$ cat src/rtl/ram_pkg.sv
// Shared types, constants and lane-merge helper for the dual-port init RAM.
package ram_pkg;

  typedef enum logic {
    CLEAR = 1'b0,
    RUN   = 1'b1
  } ram_state_t;

  localparam int unsigned RDW_READ_FIRST  = 0;
  localparam int unsigned RDW_WRITE_FIRST = 1;

  // Upper bound on word width handled by lane_merge; callers cast in and out.
  localparam int unsigned MAX_BITS = 256;

  // Per-lane merge: lane i of the result comes from new_word when mask[i] is set.
  function automatic logic [MAX_BITS-1:0] lane_merge(
    input logic [MAX_BITS-1:0] old_word,
    input logic [MAX_BITS-1:0] new_word,
    input logic [MAX_BITS-1:0] mask,
    input int unsigned         lane_bits
  );
    logic [MAX_BITS-1:0] merged;
    logic [7:0]          lane_idx;
    logic [7:0]          bit_idx;
    merged = old_word;
    for (int unsigned b = 0; b < MAX_BITS; b++) begin
      bit_idx  = 8'(b);
      lane_idx = 8'(b / lane_bits);
      if (mask[lane_idx]) merged[bit_idx] = new_word[bit_idx];
    end
    return merged;
  endfunction

endpackage

$ cat src/rtl/ram_dp_init_if.sv
// Request/response bundle for ram_dp_init: write port, read port and status.
interface ram_dp_init_if #(
  parameter int unsigned DATA_BITS    = 16,
  parameter int unsigned LANE_BITS    = 8,
  parameter int unsigned ADDRESS_BITS = 4
);
  localparam int unsigned LANES = DATA_BITS / LANE_BITS;

  logic                    ready;
  logic                    write;
  logic [ADDRESS_BITS-1:0] write_addr;
  logic [LANES-1:0]        write_mask;
  logic [DATA_BITS-1:0]    in_data;
  logic                    read;
  logic [ADDRESS_BITS-1:0] read_addr;
  logic [DATA_BITS-1:0]    out_data;
  logic                    out_valid;

  modport master (
    input  ready, out_data, out_valid,
    output write, write_addr, write_mask, in_data, read, read_addr
  );

  modport slave (
    output ready, out_data, out_valid,
    input  write, write_addr, write_mask, in_data, read, read_addr
  );
endinterface

$ cat src/rtl/ram_clear_seq.sv
// Post-reset clear sequencer: walks every address once, then enables user access.
module ram_clear_seq
  import ram_pkg::*;
#(
  parameter int unsigned ADDRESS_BITS = 4
) (
  input  logic                    clk,
  input  logic                    rst,
  output logic                    ready,
  output logic                    clear_we,
  output logic [ADDRESS_BITS-1:0] clear_addr
);

  ram_state_t              state, state_next;
  logic [ADDRESS_BITS-1:0] count, count_next;

  always_ff @(posedge clk or posedge rst) begin
    if (rst) begin
      state <= CLEAR;
      count <= '0;
    end else begin
      state <= state_next;
      count <= count_next;
    end
  end

  // Leaving CLEAR is keyed on the last address, not on counter wrap.
  always_comb begin
    state_next = state;
    count_next = count;
    ready      = 1'b0;
    clear_we   = 1'b0;
    unique case (state)
      CLEAR: begin
        clear_we   = 1'b1;
        count_next = count + 1'b1;
        if (count == '1) state_next = RUN;
      end
      RUN: ready = 1'b1;
      default: state_next = CLEAR;
    endcase
  end

  assign clear_addr = count;

endmodule

$ cat src/rtl/ram_dp_init.sv
// Dual-port synchronous RAM with lane write mask, selectable read-during-write
// behaviour and a hardware clear of every word after reset.
module ram_dp_init
  import ram_pkg::*;
#(
  parameter int unsigned          DATA_BITS    = 16,
  parameter int unsigned          LANE_BITS    = 8,
  parameter int unsigned          ADDRESS_BITS = 4,
  parameter int unsigned          RDW_MODE     = RDW_READ_FIRST,
  parameter logic [DATA_BITS-1:0] INIT_VALUE   = '0
) (
  input logic          clk,
  input logic          rst,
  ram_dp_init_if.slave bus
);

  localparam int unsigned DEPTH = 2 ** ADDRESS_BITS;

  logic [DATA_BITS-1:0]    mem [DEPTH];
  logic                    ready;
  logic                    clear_we;
  logic [ADDRESS_BITS-1:0] clear_addr;
  logic                    user_we;
  logic [DATA_BITS-1:0]    merged;
  logic                    wr_en;
  logic [ADDRESS_BITS-1:0] wr_addr;
  logic [DATA_BITS-1:0]    wr_data;

  ram_clear_seq #(
    .ADDRESS_BITS(ADDRESS_BITS)
  ) u_clear_seq (
    .clk       (clk),
    .rst       (rst),
    .ready     (ready),
    .clear_we  (clear_we),
    .clear_addr(clear_addr)
  );

  assign bus.ready = ready;
  assign user_we   = bus.write && ready && (|bus.write_mask);
  assign merged    = DATA_BITS'(lane_merge(MAX_BITS'(mem[bus.write_addr]),
                                           MAX_BITS'(bus.in_data),
                                           MAX_BITS'(bus.write_mask),
                                           LANE_BITS));

  // Single physical write port shared by the clear sequencer and the user.
  always_comb begin
    wr_en   = clear_we;
    wr_addr = clear_addr;
    wr_data = INIT_VALUE;
    if (!clear_we && user_we) begin
      wr_en   = 1'b1;
      wr_addr = bus.write_addr;
      wr_data = merged;
    end
  end

  always_ff @(posedge clk) begin
    if (wr_en) mem[wr_addr] <= wr_data;
  end

  always_ff @(posedge clk or posedge rst) begin
    if (rst) begin
      bus.out_data  <= '0;
      bus.out_valid <= 1'b0;
    end else begin
      bus.out_valid <= 1'b0;
      if (bus.read && ready) begin
        bus.out_valid <= 1'b1;
        if (RDW_MODE == RDW_WRITE_FIRST && user_we && bus.write_addr == bus.read_addr)
          bus.out_data <= merged;
        else
          bus.out_data <= mem[bus.read_addr];
      end
    end
  end

endmodule

$ cat src/flat_wrapper.sv
// flat-port wrapper written by rule: the top's interface ports become plain ports
module ram_dp_init_flat import ram_pkg::*;
#(
  parameter int unsigned          DATA_BITS    = 16,
  parameter int unsigned          LANE_BITS    = 8,
  parameter int unsigned          ADDRESS_BITS = 4,
  parameter int unsigned          RDW_MODE     = RDW_READ_FIRST,
  parameter logic [DATA_BITS-1:0] INIT_VALUE   = '0
)
  (clk, rst, bus_ready, bus_out_data, bus_out_valid, bus_write, bus_write_addr, bus_write_mask, bus_in_data, bus_read, bus_read_addr);
  ram_dp_init_if #(.DATA_BITS(DATA_BITS), .LANE_BITS(LANE_BITS), .ADDRESS_BITS(ADDRESS_BITS)) bus_i ();
  input logic clk;
  input logic rst;
  output wire logic [$bits(bus_i.ready)-1:0] bus_ready;
  output wire logic [$bits(bus_i.out_data)-1:0] bus_out_data;
  output wire logic [$bits(bus_i.out_valid)-1:0] bus_out_valid;
  input wire logic [$bits(bus_i.write)-1:0] bus_write;
  input wire logic [$bits(bus_i.write_addr)-1:0] bus_write_addr;
  input wire logic [$bits(bus_i.write_mask)-1:0] bus_write_mask;
  input wire logic [$bits(bus_i.in_data)-1:0] bus_in_data;
  input wire logic [$bits(bus_i.read)-1:0] bus_read;
  input wire logic [$bits(bus_i.read_addr)-1:0] bus_read_addr;
  assign bus_ready = bus_i.ready;
  assign bus_out_data = bus_i.out_data;
  assign bus_out_valid = bus_i.out_valid;
  assign bus_i.write = bus_write;
  assign bus_i.write_addr = bus_write_addr;
  assign bus_i.write_mask = bus_write_mask;
  assign bus_i.in_data = bus_in_data;
  assign bus_i.read = bus_read;
  assign bus_i.read_addr = bus_read_addr;
  ram_dp_init #(.DATA_BITS(DATA_BITS), .LANE_BITS(LANE_BITS), .ADDRESS_BITS(ADDRESS_BITS), .RDW_MODE(RDW_MODE), .INIT_VALUE(INIT_VALUE)) u_core (.clk(clk), .rst(rst), .bus(bus_i));
endmodule
$ cat config.mk
export PLATFORM = sky130hd
export DESIGN_NAME = ram_dp_init_flat
export DESIGN_NICKNAME = d
export VERILOG_FILES = /design/src/rtl/ram_pkg.sv /design/src/rtl/ram_dp_init_if.sv /design/src/rtl/ram_clear_seq.sv /design/src/rtl/ram_dp_init.sv /design/src/flat_wrapper.sv
export SDC_FILE = /design/constraint.sdc
export NUM_CORES = 1
export LEC_CHECK = 0
export CAP_MARGIN = 5
export CORE_MARGIN = 2
export CORE_UTILIZATION = 45
export DETAILED_ROUTE_END_ITERATION = 8
export MAX_ROUTING_LAYER = met4
export PLACE_DENSITY = 0.71
export SLEW_MARGIN = 0
export SYNTH_ARGS = -nofsm -noshare
export SYNTH_HDL_FRONTEND = slang
export SYNTH_SLANG_ARGS = --single-unit
export TNS_END_PERCENT = 20
$ cat constraint.sdc
create_clock -name clk -period 4.75 [get_ports clk]
set_input_delay 0.95 -clock clk [delete_from_list [all_inputs] [get_ports clk]]
set_output_delay 0.95 -clock clk [all_outputs]
set_load 0.01 [all_outputs]
==> summary.txt <==
Run status
  • Status: finished clean

CTS
  • CTS tree: done
  • CTS Buf Count: 29
  • Clk Latency, worst-skew pair: 0.54 ns
  • CTS sink cnt: 278
  • Post-CTS sizing: 0
  • Cell at the root of the clock tree: clkbuf_16
  • Clk buf depth: 3
  • Post-CTS Hold Buffers: 0
  • Number of H-tree levels: 1
  • Clock Pin Slew Worst Setup and Hold Paths: roughly 0.060 ns
  • Setup bufs post-CTS: 0

Synthesis
  • Top-area cell type share of the netlist area: 58.4%
  • Yosys cell types: 36
  • Synth Warn #: 0
  • Mux contribution to synthesized area: 22.2%
  • Synthesized Nets: 910
  • Syn_area_per_cell: ~15 sq um
  • Synth Area in Compound Gates: 6.45%
  • XOR/XNOR share of the synthesized area: less than 1%
  • Synthesized flop and latch total: 278
  • Post-Synth Adder-Cell Area: 0.0950%
  • Synth top area cells: edfxtp_1 (58%), mux2i_1 (16%), mux4_1 (5.2%)
  • Post-synthesis cell area: approximately 13000 sq um
  • Synth area leader: edfxtp_1
  • Register area share after synthesis: 62.6%
  • Largest family of logic cells by synthesized area: multiplexers
  • Synth Area in Simple Gates: 5.78%
  • Cells after synthesis: 879

Finish
  • Antenna diodes: 0
  • Commonest non-fill, non-tap cell in the layout: edfxtp_1
  • Storage cell area: between 8000 and 9000 sq um
  • Fillers: 2339
  • Fin nets: 972
  • Final std cell area, no fill: 15100 sq um
  • Most frequent cells in the layout: edfxtp_1 (256), mux2i_1 (205), nand2_1 (80)
  • Area growth, synth to finish: 14.6%
  • Multi-input logic area: 4630 sq um
  • Layout cells sized above 1: 12.1%

Routing
  • Via density: about 6.2
  • # DRC: 0
  • First-pass DRT Iterations: 7
  • Post-DRT Antenna Nets: 0
  • DR WL/cell: about 27 um
  • Vias post-DR: 8401
  • First DRT Iteration DRCs: 847
  • Post-Route WL: 36.3 mm

Worst hold path
  • Worst Hold Launch: u_core.bus.out_data[6]$_DFFE_PP0P_
  • Hold path depth: 2
  • Hold Crit Endpoint: u_core.bus.out_data[6]$_DFFE_PP0P_
  • Hold crit path type: register to register

Timing
  • Minimum clock period: between 3 and 4 ns
  • Final setup vio count: 0
  • Final hold violations: 0
  • Max-slew violation count: 0
  • Final setup TNS: 0 ns
  • RSZ-0062 raised after global routing: no
  • Final Cycle Share: 69.0%
  • Rel. slew slack: 19.9%
  • Fin Hold WS: 0.488 ns
  • Clock Skew: 0.00821 ns
  • FMAX: 305 MHz
  • Worst Tran Pin Value: 1.20 ns

Critical path
  • CP Buf/Inv Count: 1
  • Critical path fanouts, max: 16
  • CP arrival: 3.45 ns
  • Worst path cell trace: clkdlybuf4s50_1 > and2_1 > a22oi_1 > nand2_1 > o221ai_1
  • CP max stage cell: o221ai_1
  • Reg2reg path depth: 3
  • Worst R2R Setup Slack: 1.84 ns
  • Largest stage delay, worst path: 0.89 ns
  • FF-to-FF End: u_core.mem[3][15]$_DFFE_PP_
  • Cell family with most CP delay: compound AO/OA/AOI/OAI gates
  • Kind of end point of the critical path: register
  • Critical Path Start Type: input pin
  • Reg-to-Reg Start: u_core.u_clear_seq.state$_DFF_PP0_
  • Critical path type: input pin to register
  • WP data required: 4.92 ns

Floorplan
  • Die height: 175 um
  • Initial Util: between 40 and 50%
  • Die Wd: 175 um
  • Row cnt: 62
  • Ports: 48
  • Die Footprint: 30600 sq um
  • Core ar.: 28800 sq um

GRT
  • Pin count of the biggest net entering global routing: 80
  • Vias in the first global route: 8430
  • First-pass GRT wire length: 53.4 mm
  • Initial antenna violation count: 0
  • Total GRT Usage: 24.3%
  • Grt total ovfl: 0

Place
  • GP Congestion: 0.847
  • I/O Buffers: between 40 and 50
  • HPWL Detailed: 23.2 mm
  • DP Area: ~14000 sq um

Pwr
  • Leakage Power: 5.60 nW
  • Overall power: 5.33 mW
  • Pwr Density: between 300 and 400 nW/um^2
  • Max rail drop VDD: 0.235 mV

Job
  • MaxCap Viol Count: 0
## Yosys cell counts (all sizes together)
| master | instances |
|---|---|
| a21oi | 34 |
| a22oi | 62 |
| a31o | 1 |
| a31oi | 4 |
| a32oi | 2 |
| and2 | 2 |
| and3 | 3 |
| buf | 37 |
| clkbuf | 22 |
| dfrtp | 22 |
| edfxtp | 256 |
| ha | 1 |
| inv | 6 |
| mux2 | 1 |
| mux2i | 205 |
| mux4 | 34 |
| nand2 | 80 |
| nand2b | 1 |
| nand3 | 50 |
| nand3b | 3 |
| nor2 | 19 |
| nor2b | 5 |
| nor3 | 4 |
| nor3b | 2 |
| o211a | 1 |
| o211ai | 1 |
| o221ai | 16 |
| or3 | 2 |
| xnor2 | 3 |
## how the worst max path moves through the flow
| stage | startpoint | to | slack [ns] | cells after the start |
|---|---|---|---|---|
| final | bus_write_addr[3] | u_core.mem[5][0]$_DFFE_PP_ | 1.47 | 5 |
| after detailed placement | bus_write_addr[3] | u_core.mem[13][14]$_DFFE_PP_ | 0.96 | 5 |
| after floorplan | bus_write_addr[0] | u_core.mem[1][0]$_DFFE_PP_ | 1.94 | 6 |
| after global routing | bus_write_addr[3] | u_core.mem[3][15]$_DFFE_PP_ | 1.29 | 6 |
| after global placement | bus_write_addr[3] | u_core.mem[8][9]$_DFFE_PP_ | 1.12 | 6 |
| after CTS | bus_write_addr[3] | u_core.mem[12][14]$_DFFE_PP_ | 1.52 | 5 |
## routing by layer
metal	routed length (um)	global-route usage, %
met5	0	-
met4	1260	8.16
met3	2240	2.79
met2	17700	39.7
met1	15000	31.9
## logic make-up after synthesis
| group | after synthesis |
|---|---|
| muxes | 240 |
| and+or+nand+nor | 171 |
| adders and majority gates | 1 |
| buffers and inverters | 65 |
| xor gates and xnor gates | 3 |
| AOI/OAI and AO/OA | 121 |
| DFF | 278 |
## sequential cells by signal, summed over array words and instances, names as in the netlist
register and flops:
u_core.u_clear_seq.clear_addr 4, u_core.mem 256, u_core.bus.out_data 16, u_core.bus.out_valid 1
u_core.u_clear_seq.state 1
## metrics by stage
| stage | setup slack (ns) | utilization [%] | std cells |
|---|---|---|---|
| 2_1_floorplan | 1.94 | - | 879 |
| 3_3_place_gp | 1.12 | 49.4 | 1294 |
| 3_5_place_dp | 0.960 | 49.4 | 1294 |
| 4_1_cts | 1.52 | 52.4 | 1346 |
| 5_1_grt | 1.29 | 52.4 | 1346 |
| 6_report | 1.47 | 52.4 | 1346 |
## power breakdown
part / total, mW / internal [mW] / switching (mW)
clock network: 2.07 / 1.16 / 0.902
registers: 2.76 / 2.73 / 0.0238
logic: 0.504 / 0.202 / 0.302
total: 5.33 / 4.10 / 1.23
## final cells by class
class	count	share of cell area (%)
inverter	6	0.149
clock buffer	33	4.91
multi-input combinational	536	30.7
sequential	278	54.6
timing repair buffer	90	5.71
tap	384	3.18
clock inverter	19	0.780
## worst register-to-register path, stage by stage, from the launching register on
cell and delay (ns):
dfrtp_1 0.62, o211ai_2 0.28, or3_1 0.62, o221ai_1 1.01
No activity file was read; power rests on OpenSTA's default activity.
